**config.mk**
```make
export PLATFORM = sky130hd
export DESIGN_NAME = shift_sub_div
export DESIGN_NICKNAME = d
export VERILOG_FILES = /design/src/rtl/shift_sub_div.sv
export SDC_FILE = /design/constraint.sdc
export NUM_CORES = 1
export LEC_CHECK = 0
export CAP_MARGIN = 20
export CORE_MARGIN = 8
export CORE_UTILIZATION = 44
export DETAILED_ROUTE_END_ITERATION = 12
export PLACE_DENSITY_LB_ADDON = 0.15
export SLEW_MARGIN = 15
export SYNTH_ARGS = -nofsm -noshare
export SYNTH_HDL_FRONTEND = slang
export SYNTH_SLANG_ARGS = --single-unit
```
**constraint.sdc**
```tcl
create_clock -name clk -period 2.85 [get_ports clk]
set_input_delay 0.57 -clock clk [delete_from_list [all_inputs] [get_ports clk]]
set_output_delay 0.57 -clock clk [all_outputs]
set_load 0.01 [all_outputs]
```
**src/rtl/shift_sub_div.sv**
```systemverilog
// rtl/shift_sub_div.sv - signed fixed-point divider, restoring shift-subtract, one quotient bit per clock
module shift_sub_div #(
    parameter int BITS  = 17,
    parameter int NFRAC = 8
) (
    input  logic            clk,
    input  logic            reset,
    input  logic            in_valid,
    output logic            in_ready,
    input  logic [BITS-1:0] dividend,
    input  logic [BITS-1:0] divisor,
    output logic            out_valid,
    input  logic            out_ready,
    output logic [BITS-1:0] quotient,
    output logic            div_zero,
    output logic            ovf
);
    localparam int N  = BITS + NFRAC;
    localparam int CW = $clog2(N);
    localparam logic [N-1:0]    POS_MAX = N'((64'd1 << (BITS - 1)) - 64'd1);
    localparam logic [N-1:0]    NEG_MAX = N'(64'd1 << (BITS - 1));
    localparam logic [BITS-1:0] Q_POS   = {1'b0, {(BITS - 1){1'b1}}};
    localparam logic [BITS-1:0] Q_NEG   = {1'b1, {(BITS - 1){1'b0}}};

    typedef enum logic [1:0] {IDLE, CALC, FINAL, DONE} state_t;
    state_t state, state_nx;

    // num starts as |dividend|<<NFRAC; quotient bits shift in at the LSB as it drains
    logic [N-1:0]    num;
    logic [BITS:0]   den;
    logic [BITS:0]   rem;
    logic [CW-1:0]   cnt;
    logic            sign_dd;
    logic            sign_dv;
    logic            dz_r;

    logic            accept;
    logic [BITS-1:0] dd_abs;
    logic [BITS-1:0] dv_abs;
    logic [BITS+1:0] rem_sh;
    logic [BITS+1:0] rem_sub;
    logic            rem_ge;
    logic            res_neg;

    assign in_ready  = (state == IDLE);
    assign out_valid = (state == DONE);
    assign accept    = in_valid && in_ready;

    // BITS-wide unsigned magnitudes hold 2^(BITS-1) exactly
    assign dd_abs  = dividend[BITS-1] ? (~dividend + BITS'(1)) : dividend;
    assign dv_abs  = divisor[BITS-1] ? (~divisor + BITS'(1)) : divisor;
    assign rem_sh  = {rem, num[N-1]};
    assign rem_sub = rem_sh - {1'b0, den};
    assign rem_ge  = ~rem_sub[BITS+1];
    assign res_neg = (sign_dd ^ sign_dv) && (num != '0);

    always_ff @(posedge clk or posedge reset) begin
        if (reset) begin
            state <= IDLE;
        end else begin
            state <= state_nx;
        end
    end

    always_comb begin
        state_nx = state;
        case (state)
            IDLE:    if (accept) state_nx = (divisor == '0) ? FINAL : CALC;
            CALC:    if (cnt == CW'(N - 1)) state_nx = FINAL;
            FINAL:   state_nx = DONE;
            DONE:    if (out_ready) state_nx = IDLE;
            default: state_nx = IDLE;
        endcase
    end

    always_ff @(posedge clk or posedge reset) begin
        if (reset) begin
            num      <= '0;
            den      <= '0;
            rem      <= '0;
            cnt      <= '0;
            sign_dd  <= 1'b0;
            sign_dv  <= 1'b0;
            dz_r     <= 1'b0;
            quotient <= '0;
            div_zero <= 1'b0;
            ovf      <= 1'b0;
        end else begin
            case (state)
                IDLE: begin
                    if (accept) begin
                        sign_dd <= dividend[BITS-1];
                        sign_dv <= divisor[BITS-1];
                        dz_r    <= (divisor == '0);
                        num     <= {dd_abs, {NFRAC{1'b0}}};
                        den     <= {1'b0, dv_abs};
                        rem     <= '0;
                        cnt     <= '0;
                    end
                end
                CALC: begin
                    num <= {num[N-2:0], rem_ge};
                    rem <= rem_ge ? rem_sub[BITS:0] : rem_sh[BITS:0];
                    cnt <= cnt + CW'(1);
                end
                FINAL: begin
                    div_zero <= dz_r;
                    if (dz_r) begin
                        quotient <= sign_dd ? Q_NEG : Q_POS;
                        ovf      <= 1'b0;
                    end else if (res_neg) begin
                        if (num > NEG_MAX) begin
                            quotient <= Q_NEG;
                            ovf      <= 1'b1;
                        end else begin
                            quotient <= ~num[BITS-1:0] + BITS'(1);
                            ovf      <= 1'b0;
                        end
                    end else begin
                        if (num > POS_MAX) begin
                            quotient <= Q_POS;
                            ovf      <= 1'b1;
                        end else begin
                            quotient <= num[BITS-1:0];
                            ovf      <= 1'b0;
                        end
                    end
                end
                default: ;
            endcase
        end
    end
endmodule

```
==> key figures <==
GRT
  • Grt total ovfl: 0
  • Vias in the first global route: 5237
  • GRT Util Overall: 0.169
  • Initial antenna violation count: 0
  • Largest net degree at the start of global routing: 47
  • First-pass GRT wire length: 25100 um

Placed design
  • PortBufs: 58
  • GP Congestion: 0.867
  • Dpl hpwl: 11300 um

Setup path
  • Cell count of the worst reg-to-reg path: 10
  • Kind of critical path: reg -> reg
  • Req. time, crit path: 3.09 ns
  • R2R setup slack: 0.16 ns
  • Crit path DAT: 2.92 ns
  • Critical R2R Launch: num[0]
  • Worst R2R End: quotient[12]
  • Crit. End Element: register
  • Startpoint types: register
  • CP max FO: 11

Timing
  • RSZ-0062 raised after global routing: no
  • Hold Violations, Final: 0
  • Relative slew slack: 0.580
  • Slew Limit Fails: 0
  • Final Skew: 0.00913 ns
  • Worst-margin pin slew: 0.625 ns
  • Fmax: 372 MHz
  • Minimum clock period: 2.69 ns
  • Final setup viols: 0
  • Final period util: 0.942

Synth
  • Syn Nets: 763
  • Flops & latches, synth: 89
  • Synth top area share: 0.367
  • Cell accounting for the most synthesized area: dfrtp_1
  • YS warnings: 0
  • Synthesized area per cell: 8.70 sq um
  • Sequential share of the synthesized area: 0.367
  • Ys flop type: dfrtp_1
  • Post-synth ARST share: 1.00
  • Synth top area cells: dfrtp_1 37%, o21ai_0 6.9%, ha_1 5.6%
  • Synth unique cells: 63
  • Cell area after synthesis: 6060 sq um
  • Syn Inst Count: 697
  • EDFF count, synth: 0

Floorplanning
  • Initial Util: 0.444
  • Row count: 43
  • Io pins: 59
  • Die area: 17800 sq um
  • Core area: 13700 sq um
  • Die width: 133 um
  • Die extent in y: 133 um

Route
  • Iteration-0 DRC Markers: 267
  • Post-route ant nets: 0
  • Post-DR vias/cell: 5.50
  • DRT Wirelength: 14800 um
  • TritonRoute pass-1 iters: 5
  • DRT met1 WL: 7140 um
  • Met2 wire len: 6820 um
  • Per-cell routed wire length: 15.5 um
  • DR top layer: met4
  • Via count: 5238
  • DR WL met3: 563 um
  • Drt drc: 0

Clock tree
  • Clk slew on worst S/H paths: 0.07 ns
  • CTS tree: done
  • CTS buffer count: 9
  • Depth of the CTS H-tree: 3
  • Post-CTS Hold Fix Bufs: 0
  • Worst-Skew Late Latency: 0.35 ns
  • CTS sink count: 89
  • Clk root buf: clkbuf_16
  • CTS Buffer Depth: 2

Power and ir drop
  • Psw: 0.00385 W
  • Pwr dens: 1200 nW/um^2
  • Clock power share: 0.135
  • Pleak: 3.22 nW
  • VDD IR max: 0.619 mV
  • Sw frac: 0.437
  • Int Pwr: 0.00496 W
  • Power share of the combinational group: 0.608
  • Overall Power: 0.00881 W
  • Flop pwr share: 0.257

Finish
  • Area growth, synth to finish: 21.3%
  • FILL cells: 1270
  • Ratio of cells with drive above 1 in the final layout: 0.101
  • NumNets Final: 833
  • Final Util: 0.538
  • ANT cells: 0

Hold path
  • Worst hold stages: 2
  • Hold Crit Class: reg -> reg
  • Worst min-delay path endpoint: den[5]
  • Critical hold path startpoint: den[5]

Run
  • Max_cap viols: 0

Run status
  • Outcome: completed
-- worst max-delay path, stage by stage (launching register included) --
cell and delay [ns]:
dfrtp_1 0.37, inv_1 0.08, ha_1 0.19, or3b_2 0.51, or3_1 0.47, nor3_2 0.16
xnor2_1 0.09, nand2b_1 0.14, buf_12 0.15, o21ai_0 0.10, a221o_1 0.33
-- cell usage in the layout, fill, tap and decap left out, types with 3 or more instances in the layout --
master,count
or4_1,4
xnor2_1,18
nor4_1,5
a22o_1,11
xor2_1,37
nand4_1,4
o41ai_1,4
o21ai_2,6
o21ai_0,83
nor2_1,33
nand2_1,87
buf_6,3
and3_1,4
a21o_1,9
mux2i_1,26
clkbuf_1,3
a221o_1,12
clkdlybuf4s50_1,58
o31ai_1,12
dfrtp_1,89
nand3_1,10
nor3b_1,3
o211ai_1,11
inv_1,30
o21ai_1,11
or3_1,3
nand2b_1,12
a2bb2oi_1,3
nor2b_1,10
a21oi_1,35
clkbuf_16,9
o21a_1,3
buf_4,38
ha_1,27
nor3_1,12
-- stage by stage --
stage	hold WS [ns]	instance area, sq um	setup WS, ns	instances	TNS [ns]
floorplan	0.450	6070	0.256	697	0
global placement	0.466	7000	-0.0240	932	-0.0419
detailed placement	0.475	7000	-0.0973	932	-0.203
CTS	0.488	7290	0.0971	948	0
global route	0.524	7360	0.0240	952	0
finish	0.483	7360	0.165	952	0
-- cell type report --
type / instances / area [sq um] / share of cell area
Multi-Input combinational cell: 534 / 3550 / 0.483
Sequential cell: 89 / 2230 / 0.303
Timing Repair Buffer: 101 / 940 / 0.128
Clock buffer: 13 / 250 / 0.0340
Tap cell: 180 / 225 / 0.0306
Inverter: 32 / 124 / 0.0168
Clock inverter: 3 / 40.0 / 0.00544
-- power groups by stage --
| stage | sequential [W] | clock (W) | combinational, W |
|---|---|---|---|
| final | 0.00226 | 0.00119 | 0.00536 |
| after global routing | 0.00235 | 0.00126 | 0.00598 |
| after CTS | 0.00226 | 0.00121 | 0.00518 |
| after detailed placement | 0.00228 | 0 | 0.00515 |
| after global placement | 0.00225 | 0 | 0.00505 |
| after floorplan | 0.00216 | 0 | 0.00383 |
-- cell families after synthesis --
family	synth area share
AOI/OAI and AO/OA	0.228
and+or+nand+nor	0.165
DFF	0.367
buffers and inverters	0.0532
xor gates and xnor gates	0.0795
muxes	0.0483
adders and majority gates	0.0590
-- timing repair --
action                                  4_1_cts  5_1_grt
resized for setup                             0       10
hold endpoints to repair                      0        0
buffers inserted                              0        2
endpoints found under the setup margin        0       23
-- cell usage after synthesis (5+ instances only) --
library cell,number
a22o_1,11
nor2b_1,10
dfrtp_1,89
buf_6,5
inv_1,31
o21ai_2,6
nand3_1,10
nor4_1,5
ha_1,27
nor2_1,33
mux2i_1,27
clkbuf_1,30
o21ai_0,83
nand2_1,87
a221o_1,12
nor3_1,13
xnor2_1,18
o211ai_1,11
a21oi_1,36
a21o_1,9
buf_2,6
o21ai_1,11
xor2_1,37
nand2b_1,13
o31ai_1,12
-- state kept, by name, summed over array words and instances (netlist names) --
name / count
quotient: 17
den: 17
div_zero: 1
sign_dd: 1
dz_r: 1
num: 25
state: 2
sign_dv: 1
ovf: 1
cnt: 5
rem: 18
-- worst max path at each step --
stage,start,to,slack [ns],depth (start not counted)
6_report,num[0],quotient[12],0.16,10
3_3_place_gp,dividend[9],num[23],-0.02,8
4_1_cts,num[24],rem[5],0.1,11
5_1_grt,num[0],quotient[12],0.02,10
2_1_floorplan,num[24],rem[6],0.26,11
3_5_place_dp,dividend[9],num[23],-0.1,8
-- metal layers --
layer  global-route usage  up-vias
met3               0.0301       18
met1                0.222     2500
met4               0.0630        0
met2                0.273       96
met5                    0        -
li1                     -     2624
No activity file was read; power rests on OpenSTA's default activity.
